--- src/rtl/pipe_hazard_ctrl.sv ---
// Hazard controller for the five-stage MIPS core: miss freeze, redirect flush, load-use bubble, miss watchdog.
// Optional performance counters are built when HAZ_PERF_EN is defined.
module pipe_hazard_ctrl #(
    parameter int TIMEOUT = 1023,
    parameter int CNT_W   = 32
) (
    input  logic       clk,
    input  logic       rst,
    input  logic [4:0] ID_Rs,
    input  logic [4:0] ID_Rt,
    input  logic       ID_UseRt,
    input  logic       EX_MemtoReg,
    input  logic [4:0] EX_WR_out,
    input  logic       EX_Redirect,
    input  logic       IC_Stall,
    input  logic       DC_Stall,
    output logic       PCWrite,
    output logic       IF_IDWrite,
    output logic       IF_Flush,
    output logic       ID_EXWrite,
    output logic       ID_Flush,
    output logic       EX_MEMWrite,
    output logic       MEM_WBWrite,
    output logic       Err_Timeout
`ifdef HAZ_PERF_EN
    ,
    output logic [CNT_W-1:0] Stall_Cnt,
    output logic [CNT_W-1:0] Bubble_Cnt
`endif
);

    localparam int WD_W = ((TIMEOUT < 2) ? 1 : $clog2(TIMEOUT + 1)) + (CNT_W - CNT_W);

    typedef enum logic [1:0] {
        RUN    = 2'd0,
        FREEZE = 2'd1,
        ERR    = 2'd2
    } state_t;

    state_t          state, state_nx;
    logic [WD_W-1:0] wd, wd_nx, wd_inc;
    logic            miss, load_use, frz_cyc, bub_cyc;

    assign miss     = IC_Stall | DC_Stall;
    assign load_use = EX_MemtoReg && (EX_WR_out != 5'd0) &&
                      ((EX_WR_out == ID_Rs) || (ID_UseRt && (EX_WR_out == ID_Rt)));
    assign wd_inc   = wd + 1'b1;

    // State and watchdog move on the falling edge, with the pipeline registers.
    always_ff @(negedge clk or negedge rst) begin
        if (!rst) begin
            state <= RUN;
            wd    <= '0;
        end else begin
            state <= state_nx;
            wd    <= wd_nx;
        end
    end

    always_comb begin
        state_nx = state;
        wd_nx    = wd;
        case (state)
            RUN, FREEZE: begin
                if (miss) begin
                    wd_nx    = wd_inc;
                    state_nx = (wd_inc == WD_W'(TIMEOUT)) ? ERR : FREEZE;
                end else begin
                    wd_nx    = '0;
                    state_nx = RUN;
                end
            end
            ERR:     state_nx = ERR;
            default: begin
                state_nx = RUN;
                wd_nx    = '0;
            end
        endcase
    end

    always_comb begin
        PCWrite     = 1'b1;
        IF_IDWrite  = 1'b1;
        ID_EXWrite  = 1'b1;
        EX_MEMWrite = 1'b1;
        MEM_WBWrite = 1'b1;
        IF_Flush    = 1'b0;
        ID_Flush    = 1'b0;
        frz_cyc     = 1'b0;
        bub_cyc     = 1'b0;
        if (!rst) begin
            PCWrite     = 1'b0;
            IF_IDWrite  = 1'b0;
            ID_EXWrite  = 1'b0;
            EX_MEMWrite = 1'b0;
            MEM_WBWrite = 1'b0;
            IF_Flush    = 1'b1;
            ID_Flush    = 1'b1;
        end else if (state == ERR || miss) begin
            PCWrite     = 1'b0;
            IF_IDWrite  = 1'b0;
            ID_EXWrite  = 1'b0;
            EX_MEMWrite = 1'b0;
            MEM_WBWrite = 1'b0;
            frz_cyc     = 1'b1;
        end else if (EX_Redirect) begin
            IF_Flush = 1'b1;
            ID_Flush = 1'b1;
            bub_cyc  = 1'b1;
        end else if (load_use) begin
            PCWrite    = 1'b0;
            IF_IDWrite = 1'b0;
            ID_Flush   = 1'b1;
            bub_cyc    = 1'b1;
        end
    end

    assign Err_Timeout = (state == ERR);

`ifdef HAZ_PERF_EN
    always_ff @(negedge clk or negedge rst) begin
        if (!rst) begin
            Stall_Cnt  <= '0;
            Bubble_Cnt <= '0;
        end else begin
            if (frz_cyc && (Stall_Cnt != {CNT_W{1'b1}}))
                Stall_Cnt <= Stall_Cnt + 1'b1;
            if (bub_cyc && (Bubble_Cnt != {CNT_W{1'b1}}))
                Bubble_Cnt <= Bubble_Cnt + 1'b1;
        end
    end
`else
    logic perf_unused;
    assign perf_unused = frz_cyc ^ bub_cyc;
`endif

endmodule

--- config.mk ---
export PLATFORM = sky130hd
export DESIGN_NAME = pipe_hazard_ctrl
export DESIGN_NICKNAME = d
export VERILOG_FILES = /design/src/rtl/pipe_hazard_ctrl.sv
export SDC_FILE = /design/constraint.sdc
export NUM_CORES = 1
export LEC_CHECK = 0
export CAP_MARGIN = 20
export CELL_PAD_IN_SITES_DETAIL_PLACEMENT = 0
export CELL_PAD_IN_SITES_GLOBAL_PLACEMENT = 1
export CORE_MARGIN = 4
export CORE_UTILIZATION = 29
export DETAILED_ROUTE_END_ITERATION = 10
export HOLD_SLACK_MARGIN = 0.06
export PLACE_DENSITY = 0.75
export SYNTH_ARGS = -nofsm -noshare
export SYNTH_HDL_FRONTEND = slang
export SYNTH_SLANG_ARGS = --single-unit
--- constraint.sdc ---
create_clock -name clk -period 1.7 [get_ports clk]
set_input_delay 0.17 -clock clk [delete_from_list [all_inputs] [get_ports clk]]
set_output_delay 0.17 -clock clk [all_outputs]
set_load 0.02 [all_outputs]
======== Word level (Yosys, flattened, before mapping) ========
Cells that the tools add are included.
Widths: inputs -> output; s select.
word-level totals
  output and inout bits ................... 8
  flip-flop bits (word level) ............. 12
  input port bits ......................... 22
  logic and storage cells ................. 35
cells by class
  bitwise gates (word level) .............. 1
  reductions and logical operators ........ 8
  mux-type cells .......................... 18
  equal/unequal tests ..................... 5
  $add $sub $neg .......................... 1
operators with widths
  operator               number
  $pmux 10 s2            1
  $mux 1                 13
  $add 10x1->10 const B  1
  $eq 10x10->1 const B   1
  $eq 5x5->1             2
  $mux 10                1
  $reduce_bool 5->1      1
  $mux 2                 2
  $pmux 2 s2             1
  $logic_and 1x1->1      3
  $eq 2x1->1 const B     1
  $eq 2x2->1 const B     1
  $logic_not 2->1        1
  $logic_or 1x1->1       2
  $reduce_or 2->1        1
  $or 1x1->1             1

======== Longest topological paths before layout ========
Gate-level depths: netlist (run 1).
  word-level depth ........................ 8
  depth in mapped cells ................... 5
  mapped depth without buffers ............ 5

==> results.txt, run 1 <==
Slew @ Worst Pin = 328 ps
Hold Path Sink = wd[9]
input/output buffers = 29
Die W = 64.1 um
worst reg-to-reg setup slack = 50 ps
Max Cap Violations = 0
via count = 970
pre-CTS setup slack = -1040 ps
Flop pwr share = 39.9%
TNS Setup = -6170 ps
HP Start = wd[9]
Clock Path Buffers = 2
IO Pins = 30
WHS = 485 ps
Avg Inst Size Synth = 8.70 um2
Worst Path Max Fanout = 3
Cells after Synth = 105
number of global-route vias before repair = 1026
Most used DFF post-synth = dfrtn_1
Post-synth EDFFs = 0
final worst slack = -854 ps
Worst Clk Skew = 1.12 ps
grt total ovfl = 0
share of layout cells above drive strength 1 = 36.5%
CP required = 1530 ps
Pwr Density = 609 nW/um2
DRC = 0
Critical Path End Type = output pin
Worst-path clk slew = 50 ps
Sw Ratio = 35.7%
critical path class = register to output pin
core area = 3030 um2
Area growth syn-to-layout = 71.1%
Layout Cells excl Fill = 203
initial DRC count = 14
FF-to-FF Start = wd[1]
largest net degree at the start of global routing = 13
sequential cell area fraction in the yosys report = 32.9%
Clock Latency Late Sink = 280 ps
TritonCTS Sinks = 12
DP Wirelength = 2010 um
Syn Std Cell Area = 913 um2
Hold Path Cell Cnt = 2
Root Buffer = clkbuf_4
RSZ-0062 raised after global routing = yes
Cell variety after synth = 36
Vias/cell = 4.78
failing checks = setup timing
P_sw = 0.340 mW
Seq cells post-synth = 12
crit path from = state[0]
antenna violations before repair = 0
Placed Cells = 195
Comb power frac = 41.6%
CP Launch Type = register
die area = 4110 um2
Finish-stage setup viols = 8
HP Class = register to register
total wire length = 2680 um
Inserted Diodes = 0
Vert. Die Dim = 64.1 um
CP arrival = 2380 ps
TritonCTS buffer count = 3
CTS tree = built
Max rail drop VDD = 0.469 mV
num rows = 20
worst-case reg-to-reg path depth = 5
proportion of power drawn by the clock network = 18.5%
ANT nets after route = 0
hold violation count in the final report = 0
first drt pass iteration count = 4
FF-to-FF End = state[0]
starting density of the core = 30.2%
WL/cell = 13.2 um
cts hold-fix bufs = 0
Internal Power = 0.612 mW
Slew HR = 77.9%
first-pass GRT wire length = 4690 um
Synth Warn # = 0
Total Routing Usage GR = 14.2%
GPL Wtd Cong = 0.824
Syn Nets = 129
Slew Limit Fails = 0
outcome = finished, violations left
static leakage = 0.645 nW
Final #Nets = 185
htree depth = 1
ys async rst share = 100%
per-stage QoR:
step           utilization [%]  area, um2  total power, mW
6_report                  51.6       1560            0.952
5_1_grt                   51.6       1560             1.02
4_1_cts                   50.8       1540            0.954
3_5_place_dp              47.6       1440            0.755
3_3_place_gp              47.6       1440            0.740
2_1_floorplan                -        978            0.578
power groups by stage:
stage          Clock [mW]  Combinational [mW]  Sequential (mW)
2_1_floorplan           0               0.209            0.369
3_3_place_gp            0               0.364            0.376
3_5_place_dp            0               0.375            0.380
4_1_cts             0.184               0.395            0.375
5_1_grt             0.199               0.436            0.387
6_report            0.176               0.396            0.380
per-layer routing:
metal  GRT usage [%]  routed length (um)  up-vias  part of all wire, %
met5               0                   0        -                    0
met4            3.17                  17        0                 0.63
met3            3.16                 183        4                  6.8
met2            24.9                1270       33                   47
met1            17.7                1220      448                   45
li1                -                   -      485                    -
synthesized netlist by cell type (2+ instances only):
| cell type | n | area (um2) |
|---|---|---|
| xnor2_1 | 4 | 35.0 |
| and2_1 | 2 | 12.5 |
| nand2_1 | 9 | 33.8 |
| nand4_1 | 2 | 12.5 |
| o21ai_0 | 11 | 55.1 |
| nor4_1 | 2 | 12.5 |
| or3_1 | 2 | 12.5 |
| inv_1 | 5 | 18.8 |
| and3_1 | 2 | 12.5 |
| xor2_1 | 10 | 87.6 |
| a22o_1 | 2 | 17.5 |
| nand3_1 | 4 | 20.0 |
| dfrtn_1 | 12 | 300 |
| buf_4 | 3 | 22.5 |
| nor3_1 | 4 | 20.0 |
| o21bai_1 | 3 | 22.5 |
| a21oi_1 | 4 | 20.0 |
| nor2_1 | 5 | 18.8 |
| ha_1 | 2 | 25.0 |
critical path, cell delays in order, from the launching register on:
cell and delay (ps):
dfrtn_1 380, and2b_2 230, nor3_4 140, and2_4 170, o31a_1 190, buf_6 140
cell families after synthesis:
family          share of synthesized area (%)
flops                                    32.9
buf+inv                                  6.71
xor+xnor                                 13.4
fa+ha+maj                                2.74
compound gates                           20.7
simple gates                             23.6
worst max-delay path by stage:
stage,to,cells after the start
CTS,ID_Flush,5
detailed placement,ID_Flush,5
global route,IF_IDWrite,5
floorplan,PCWrite,5
finish,IF_IDWrite,5
global placement,ID_Flush,5
timing repair:
item | CTS | global route
gates cloned | 1 | 0
gates resized for setup | 64 | 9
setup buffers | 3 | 1
endpoints found under the setup margin | 20 | 19
pin swaps | 3 | 4
layout make-up:
type / count / area (um2)
Clock buffer: 3 / 22.5
Multi-Input combinational cell: 82 / 641
Timing Repair Buffer: 57 / 523
Tap cell: 44 / 55.1
Sequential cell: 12 / 300
Fill cell: 305 / 1470
Inverter: 5 / 21.3
registers in the layout (all words and copies together) (netlist names):
signal  count
state       2
wd         10
placed cells by master, fill, tap and decap left out, types with 2 or more instances in the layout:
cell / netlist / layout
xor2_1: 10 / 10
buf_2: 0 / 2
buf_6: 1 / 13
nor2_1: 5 / 5
nand4_1: 2 / 2
o21ai_0: 11 / 7
buf_4: 3 / 22
a22o_1: 2 / 2
nand3_1: 4 / 3
nor4_1: 2 / 2
a21oi_2: 0 / 3
o21bai_1: 3 / 2
dfrtn_1: 12 / 12
clkdlybuf4s50_1: 0 / 19
o21ai_1: 0 / 4
nand3_2: 1 / 2
clkbuf_4: 0 / 3
xnor2_1: 4 / 4
nand2_1: 9 / 8
and3_1: 2 / 2
nor3_1: 4 / 3
inv_1: 5 / 4
Power figures use the tool's default switching activity.
==> inputs of run 2 (changes only) <==
- SLEW_MARGIN: default -> 10
==> results of run 2 <==
Final layout, timing and power as in run 1 (identical DEF).
==> inputs of run 3 (changes only) <==
==> constraint.sdc (replaced) <==
create_clock -name clk -period 1.7 [get_ports clk]
set_input_delay 0.51 -clock clk [delete_from_list [all_inputs] [get_ports clk]]
set_output_delay 0.51 -clock clk [all_outputs]
set_load 0.02 [all_outputs]
==> run 3 against run 2 <==
The run still ends with setup timing left. Setup slack worse by 360 ps. Register-to-register slack lost 30 ps. Sequential share of layout area is 0.35 points lower. Non-clock buffer count unchanged. Power is 8.7% higher. Flip-flop and latch count stayed put. Clock skew is 0.62 ps higher. Critical path depth is the same.
==> results.txt, run 3 (synthesis results as in run 1) <==
outcome = finished, violations left
failing checks = setup timing
TritonCTS buffer count = 3 (unchanged)
starting density of the core = 30.2% (unchanged)
Slew @ Worst Pin = 332 ps (+4.23 ps)
GPL Wtd Cong = 0.821 (-0.36%)
Final Power = 1.03 mW (+8.7%)
via count = 990 (+2.1%)
total wire length = 2730 um (+1.8%)
commonest non-fill, non-tap cell in the layout = buf_4
Die W = 64.1 um (unchanged)
die area = 4110 um2 (unchanged)
first-pass GRT wire length = 4490 um (-4.3%)
WL/cell = 13.4 um (+1.3%)
Worst-path clk slew = 60 ps (about the same)
number of global-route vias before repair = 982 (-4.3%)
num rows = 20 (unchanged)
CP required = 1190 ps (-340 ps)
Inserted Diodes = 0 (unchanged)
Clock Latency Late Sink = 290 ps (about the same)
biggest regs = wd: 10 flops, state: 2 flops
HP Class = register to register
critical path class = register to output pin
commonest cells after routing, fill and taps aside = 20 x buf_4, 19 x clkdlybuf4s50_1, 16 x buf_6
top layer in use = met4
Root Buffer = clkbuf_4
metal3 WL = 201 um (+9.8%)
cts hold-fix bufs = 0 (unchanged)
CP arrival = 2400 ps (+20 ps)
final worst slack = -1210 ps (-358 ps)
input/output buffers = 29 (unchanged)
worst-case reg-to-reg path depth = 5 (unchanged)
Max Cap Violations = 0 (unchanged)
share of layout cells above drive strength 1 = 36.9% (+0.40 points)
grt total ovfl = 0 (unchanged)
Area growth syn-to-layout = 74.2%
DP Wirelength = 2020 um (+0.63%)
Placement Cell Area = 1400 um2 (-3.1%)
HP Start = wd[2]
CTS tree = built
antenna violations before repair = 0 (unchanged)
Slew Limit Fails = 0 (unchanged)
M1 WL = 1160 um (-4.6%)
crit path from = state[0]
final core area utilization = 52.6% (+0.95 points)
hold violation count in the final report = 0 (unchanged)
Max rail drop VDD = 0.570 mV (+22%)
Pwr Density = 650 nW/um2 (+6.7%)
critical-path cell list = and2b_2 > nor3_4 > inv_1 > o311ai_2 > buf_4
ANT nets after route = 0 (unchanged)
Worst Path Max Fanout = 3 (unchanged)
first drt pass iteration count = 4 (unchanged)
Vert. Die Dim = 64.1 um (unchanged)
Final Instance Area = 1590 um2 (+1.8%)
Hold Path Cell Cnt = 1 (-1)
met2 wire len = 1350 um (+6.4%)
RSZ-0062 raised after global routing = yes
Worst Clk Skew = 1.74 ps (+0.619 ps)
FF-to-FF End = state[0]
TritonCTS Sinks = 12 (unchanged)
Biggest register = wd
core area = 3030 um2 (unchanged)
CP Launch Type = register
htree depth = 1 (unchanged)
Critical Path End Type = output pin
IO Pins = 30 (unchanged)
Final #Nets = 185 (unchanged)
CP max stage cell = dfrtn_1
Clock Path Buffers = 2 (unchanged)
Total Routing Usage GR = 13.6% (-0.65 points)
static leakage = 0.665 nW (+3.2%)
Finish-stage setup viols = 19 (+11)
Largest register FFs = 10 (unchanged)
worst reg-to-reg setup slack = 20 ps (-30 ps)
FF-to-FF Start = wd[0]
Critical Path Sink = ID_Flush
CP peak stage delay = 380 ps (about the same)
Vias/cell = 4.85 (+1.6%)
largest net degree at the start of global routing = 12 (-1)
initial DRC count = 23 (+9)
DRC = 0 (unchanged)
Slew HR = 77.6% (-0.31 points)
[run 3: changes by cell type in the layout (fill, tap and decap cells not counted), sizes merged]
cell	delta
buf	+1
clkbuf	+1
clkdlybuf4s15	-1
[run 3: repair_timing]
action                     in CTS  in global routing
setup endpoints to repair      20                 20
setup buffers                   5                  5
gates resized for setup        83                 11
pin swaps                       7                  4
[run 3: stage by stage]
stage                     instances  TNS (ps)  hold WS, ps  setup slack, ps
final                           204    -10620          485            -1210
after global routing            204    -11270          498            -1270
after CTS                       201    -10340          483            -1210
after detailed placement        193    -22010          479            -1410
after global placement          193    -21730          475            -1370
after floorplan                 105    -10300          450            -1070
[run 3: area by class of cell]
cell class,instances,area (um2)
inverter,5,21.3
multi-input combinational,82,628
sequential,12,300
clock buffer,4,36.3
fill,288,1440
timing repair buffer,57,551
tap,44,55.1
[run 3: power by group]
| part | internal, mW | switching, mW | total (mW) |
|---|---|---|---|
| Clock | 0.130 | 0.111 | 0.242 |
| Sequential | 0.324 | 0.0377 | 0.362 |
| Combinational | 0.223 | 0.208 | 0.431 |
| Total | 0.678 | 0.357 | 1.03 |
[run 3: how the worst min path moves through the flow]
| stage | endpoint | slack [ps] |
|---|---|---|
| after floorplan | wd[9] | 450 |
| after global placement | wd[9] | 470 |
| after detailed placement | wd[9] | 480 |
| after CTS | wd[9] | 480 |
| after global routing | wd[9] | 500 |
| final | wd[2] | 480 |
[run 3: routing by layer]
metal  vias up  GRT usage (%)
li1        486              -
met1       464           16.6
met2        37           23.2
met3         3           3.16
met4         0           4.49
met5         -              0
[run 3: critical path: cells and delay by family (launching register included)]
kind	cells	cell delay, ps
buffers and inverters	2	250
AOI/OAI and AO/OA	1	260
DFF	1	380
and+or+nand+nor	2	370
